==> src/rtl/tribus_arbiter.sv <==
// tribus_arbiter: round-robin owner selection and driver-enable sequencing
// for a shared tri-state net. At most one enable is ever high, tenures are
// capped at HOLD_MAX cycles, and TURNAROUND all-off cycles separate owners.
//
// state | meaning
// ------+-------------------------------------------------------------
// IDLE  | no owner, all enables off, waiting for any request
// OWN   | owner_id drives the bus; hold counter tracks tenure length
// GAP   | all enables off for TURNAROUND cycles before next arbitration
module tribus_arbiter #(
    parameter int N          = 4,
    parameter int IDW        = 2,
    parameter int HOLD_MAX   = 8,
    parameter int TURNAROUND = 1
) (
    input  logic           clk,
    input  logic           rst_n,
    input  logic [N-1:0]   req,
    output logic [N-1:0]   grant,
    output logic [N-1:0]   drv_en,
    output logic [IDW-1:0] owner_id,
    output logic           busy
);

    localparam int HW = $clog2(HOLD_MAX + 1);
    localparam int GW = $clog2(TURNAROUND + 1);

    typedef enum logic [1:0] {
        IDLE = 2'd0,
        OWN  = 2'd1,
        GAP  = 2'd2
    } state_t;

    state_t         state_q, state_d;
    logic [N-1:0]   grant_q, grant_d;
    logic [IDW-1:0] owner_id_q, owner_id_d;
    logic           busy_q, busy_d;
    logic [IDW-1:0] ptr_q, ptr_d;
    logic [HW-1:0]  hold_q, hold_d;
    logic [GW-1:0]  gap_q, gap_d;
    logic [IDW-1:0] win;

    function automatic logic bit_at(input logic [N-1:0] r, input logic [IDW-1:0] idx);
        logic [N-1:0] s;
        s = r >> idx;
        return s[0];
    endfunction

    // First set bit of r scanning upward from p, wrapping at N.
    function automatic logic [IDW-1:0] pick(input logic [N-1:0] r, input logic [IDW-1:0] p);
        logic [IDW-1:0] w;
        logic           found;
        logic [N-1:0]   s;
        int             idx;
        w     = '0;
        found = 1'b0;
        s     = '0;
        idx   = 0;
        for (int i = 0; i < N; i++) begin
            idx = int'(p) + i;
            if (idx >= N) idx = idx - N;
            s = r >> idx;
            if (!found && s[0]) begin
                w     = IDW'(idx);
                found = 1'b1;
            end
        end
        return w;
    endfunction

    function automatic logic [IDW-1:0] next_ptr(input logic [IDW-1:0] o);
        int n;
        n = int'(o) + 1;
        if (n >= N) n = 0;
        return IDW'(n);
    endfunction

    function automatic logic [N-1:0] onehot(input logic [IDW-1:0] o);
        logic [N-1:0] one;
        one = {{(N-1){1'b0}}, 1'b1};
        return one << o;
    endfunction

    // Winner from the current pointer, used on entry to OWN.
    always_comb begin
        win = pick(req, ptr_q);
    end

    // Next-state and registered-output computation.
    always_comb begin
        state_d    = state_q;
        grant_d    = '0;
        owner_id_d = '0;
        busy_d     = 1'b0;
        ptr_d      = ptr_q;
        hold_d     = hold_q;
        gap_d      = gap_q;
        case (state_q)
            IDLE: begin
                if (|req) begin
                    state_d    = OWN;
                    hold_d     = '0;
                    owner_id_d = win;
                    grant_d    = onehot(win);
                    busy_d     = 1'b1;
                end
            end
            OWN: begin
                if (!bit_at(req, owner_id_q) || (hold_q == HW'(HOLD_MAX - 1))) begin
                    state_d = GAP;
                    ptr_d   = next_ptr(owner_id_q);
                    gap_d   = '0;
                end else begin
                    hold_d     = hold_q + 1'b1;
                    owner_id_d = owner_id_q;
                    grant_d    = onehot(owner_id_q);
                    busy_d     = 1'b1;
                end
            end
            GAP: begin
                if (gap_q == GW'(TURNAROUND - 1)) begin
                    if (|req) begin
                        state_d    = OWN;
                        hold_d     = '0;
                        owner_id_d = win;
                        grant_d    = onehot(win);
                        busy_d     = 1'b1;
                    end else begin
                        state_d = IDLE;
                    end
                end else begin
                    gap_d = gap_q + 1'b1;
                end
            end
            default: begin
                state_d = IDLE;
            end
        endcase
    end

    // State and output registers with synchronous active-low reset.
    always_ff @(posedge clk) begin
        if (!rst_n) begin
            state_q    <= IDLE;
            grant_q    <= '0;
            owner_id_q <= '0;
            busy_q     <= 1'b0;
            ptr_q      <= '0;
            hold_q     <= '0;
            gap_q      <= '0;
        end else begin
            state_q    <= state_d;
            grant_q    <= grant_d;
            owner_id_q <= owner_id_d;
            busy_q     <= busy_d;
            ptr_q      <= ptr_d;
            hold_q     <= hold_d;
            gap_q      <= gap_d;
        end
    end

    assign grant    = grant_q;
    assign drv_en   = grant_q;
    assign owner_id = owner_id_q;
    assign busy     = busy_q;

endmodule

==> config.mk <==
export PLATFORM = sky130hd
export DESIGN_NAME = tribus_arbiter
export DESIGN_NICKNAME = d
export VERILOG_FILES = /design/src/rtl/tribus_arbiter.sv
export SDC_FILE = /design/constraint.sdc
export NUM_CORES = 1
export LEC_CHECK = 0
export CORE_MARGIN = 2
export CORE_UTILIZATION = 25
export CTS_CLUSTER_SIZE = 12
export DETAILED_ROUTE_END_ITERATION = 10
export GPL_TIMING_DRIVEN = 0
export PLACE_DENSITY = 0.47
export SLEW_MARGIN = 20
export SYNTH_ARGS = -nofsm -noshare
export SYNTH_HDL_FRONTEND = slang
export SYNTH_SLANG_ARGS = --single-unit
==> constraint.sdc <==
create_clock -name clk -period 2.8 [get_ports clk]
set_clock_uncertainty 0.2 [all_clocks]
set_input_delay 0.28 -clock clk [delete_from_list [all_inputs] [get_ports clk]]
set_output_delay 0.28 -clock clk [all_outputs]
set_load 0.02 [all_outputs]
==> out/metrics.json <==
{
  "tritoncts": "done",
  "yosys-top-cells-area": "dfxtp_1, ha_1, mux2i_1",
  "outcome": "finished clean",
  "final-setup-viol-count": 0,
  "design.core.area_sq_mm": 0.00432,
  "seq_area_frac_synth": 0.269,
  "met2_wl_um": 1210,
  "yosys_register_bits": 15,
  "finalHoldViolations": 0,
  "worstPathMaxFanout": 8,
  "final_max_slew_viol_count": 0,
  "timing.hold.worst_path_depth": 2,
  "pwr_density_mw_per_mm2": 474,
  "crit_arrival_ps": 2560,
  "cp_slowest_cell": "a2111o_1",
  "layout-drive-gt1-share": 0.155,
  "pre_cts_slack_ps": 44.8,
  "yosysTopAreaCellShare": 0.269,
  "detailroute.wirelength.met3_um": 90,
  "synth_warnings": 0,
  "slew_headroom": 0.608,
  "rsz0062_at_grt": "false",
  "cts.reportedPaths.clkPinSlew_ps": 60,
  "top_layer_used": "met4",
  "slowest_delay_ps": 440,
  "wl_met1_um": 1170,
  "peak_supply_drop_v": 0.000132,
  "worstPathCellList": "clkbuf_4, inv_1, ha_1, mux2_2, a2111o_1, a31o_2, o31ai_1",
  "synth_async_sr_flop_share": 0,
  "first_global_vias": 945,
  "netlist_top_cells_count": "dfxtp_1, nand2_1, ha_1",
  "cts_hold_buf": 0,
  "cellLeakagePower_nw": 0.519,
  "htreeDepth": 1,
  "layout_setup_ws_ps": 191,
  "timing_worst_slew_pin_value_ps": 584,
  "final_period_minus_worst_setup_slack_ps": 2610,
  "timing.hold.worst.start": "hold_q[3]",
  "setup.worst_path.class": "reg -> reg",
  "die_area_sq_mm": 0.00501,
  "yosysUniqueCellTypes": 43,
  "clock_latency_ps": 240,
  "numPortBuffers": 15,
  "floorplan.initialDensity": 0.258,
  "grt_overflow_total": 0,
  "final_weighted_congestion_of_routability_driven_global_placement": 0.833,
  "width_of_the_die_um": 70.8,
  "wire_per_inst_um": 12.8,
  "dp.final_hpwl_um": 1920,
  "most_numerous_cell_in_the_yosys_netlist": "dfxtp_1",
  "die_h_um": 70.8,
  "antenna_cells": 0,
  "path_buf_inv": 2,
  "portion_of_the_clock_cycle_consumed_by_the_worst_path_in_the_final_layout": 0.932,
  "drt-initial-drc-count": 34,
  "fin_setup_tns_ps": 0,
  "regToRegStartpoint": "ptr_q[1]",
  "cts_buffers": 3,
  "synth_nets": 139,
  "syn-cell-area_sq_mm": 0.00112,
  "holdCritPathClass": "reg -> reg",
  "route.antenna.remaining_nets": 0,
  "wl_um": 2490,
  "nature_of_the_critical_path_endpoint": "flip-flop",
  "floorplan.io_pins": 17,
  "r2r_slack_ps": 190,
  "drt_pre_antenna_iters": 4,
  "crit_path_start_kind": "flip-flop",
  "first_pass_grt_wire_length_um": 4290,
  "worst_hold_path.endpoint": "hold_q[3]",
  "maximum_number_of_pins_on_one_net_before_global_route_repair": 11,
  "finalNetCount": 159,
  "cap_violations": 0,
  "area_growth_syn_to_layout_pct": 24.2,
  "syn_inst": 123,
  "cpLargestDelayFamily": "compound AO/OA/AOI/OAI gates",
  "grtUsageTotal": 0.105,
  "cts.sink_count": 15,
  "clock_tree.buffer_depth": 2,
  "antenna_found_initial": 0,
  "post_route_hold_slack_ps": 333,
  "detail_route.vias_per_cell": 5.01,
  "post-synth-top-area-cell": "dfxtp_1",
  "via_count": 971,
  "cp_data_required_time_ps": 2750,
  "clock-root-buffer": "clkbuf_8",
  "synth_enable_flop_cells": 0,
  "reg2reg_to": "drv_en[2]",
  "depth_of_the_worst_register_to_register_path": 7,
  "rows": 24,
  "drc": 0,
  "dominantRegCellSynth": "dfxtp_1",
  "postSynthAreaPerCell_sq_um": 9.07,
  "max_freq_ghz": 0.383
}
layout by cell type, fill, tap and decap left out, types with 2 or more instances in the layout:
cell type,synthesis,routed
nand2_1,11,11
clkdlybuf4s50_1,0,15
o211ai_1,2,2
nand2b_1,2,2
clkbuf_8,0,3
a221oi_1,2,2
clkbuf_1,1,2
nor2b_1,5,5
mux4_2,2,2
o21ai_0,2,2
nor2_1,9,9
inv_1,6,6
o31ai_1,2,2
ha_1,10,10
mux2_2,3,3
nand3_1,2,2
dfxtp_1,15,14
buf_4,4,4
a21oi_1,5,5
a211oi_1,2,2
mux2i_1,5,5
and2_1,4,4
nand4_1,2,2
xor2_1,2,2
a21boi_1,3,3
routing by layer:
metal | track usage | vias to the layer above
met4 | 0.0608 | 0
li1 | - | 480
met1 | 0.135 | 459
met3 | 0.0199 | 4
met2 | 0.164 | 28
met5 | 0 | -
worst max path at each step:
stage | startpoint | to | slack [ps] | cells past startpoint
2_1_floorplan | ptr_q[0] | drv_en[0] | 370 | 7
3_3_place_gp | req[3] | drv_en[3] | 30 | 6
3_5_place_dp | req[3] | drv_en[2] | 40 | 6
4_1_cts | ptr_q[0] | drv_en[2] | 150 | 7
5_1_grt | ptr_q[1] | drv_en[0] | 20 | 7
6_report | ptr_q[1] | drv_en[2] | 190 | 7
layout make-up:
| class | count | area (sq um) |
|---|---|---|
| clock buffers | 4 | 45.0 |
| multi-input cells | 93 | 741 |
| plain buffers | 9 | 61.3 |
| inverters | 6 | 22.5 |
| flip-flops and latches | 15 | 302 |
| repair buffers | 15 | 150 |
| fillers | 456 | 2940 |
| well taps | 52 | 65.1 |
power breakdown:
part	switching [W]	internal (W)	total, W
clock network	0.0000713	0.000101	0.000172
registers	0.0000159	0.000231	0.000247
logic	0.000125	0.000114	0.000239
total	0.000212	0.000446	0.000658
state kept, by name, indices dropped and copies added, names as in the netlist:
register / count
hold_q: 4
drv_en: 4
owner_id: 2
ptr_q: 2
busy: 1
state_q: 2
logic make-up (layout without fill, tap and decap cells):
group | after synthesis | count (layout) | synth area share
buffers and inverters | 15 | 34 | 0.0729
and+or+nand+nor | 43 | 43 | 0.223
DFF | 15 | 15 | 0.269
AOI/OAI and AO/OA | 27 | 27 | 0.178
adders and majority gates | 10 | 10 | 0.112
muxes | 11 | 11 | 0.129
xor gates and xnor gates | 2 | 2 | 0.0157
worst register-to-register path, delay by kind of cell (launching register included):
kind,cells,cell delay [ps]
compound gates,3,920
fa+ha+maj,1,350
buf+inv,2,310
flops,1,380
mux,1,350
repair_timing:
item                       CTS  global route
setup buffers                0             0
setup endpoints to repair    0             2
resized for setup            0             3
per-stage QoR:
step	total power, W	cell area [sq um]	util	instances
final	0.000658	1390	0.321	194
after global routing	0.000703	1390	0.321	194
after CTS	0.000661	1380	0.318	194
after detailed placement	0.000486	1330	0.308	190
after global placement	0.000484	1330	0.308	190
after floorplan	0.000413	1120	-	123
No activity file was read; power rests on OpenSTA's default activity.
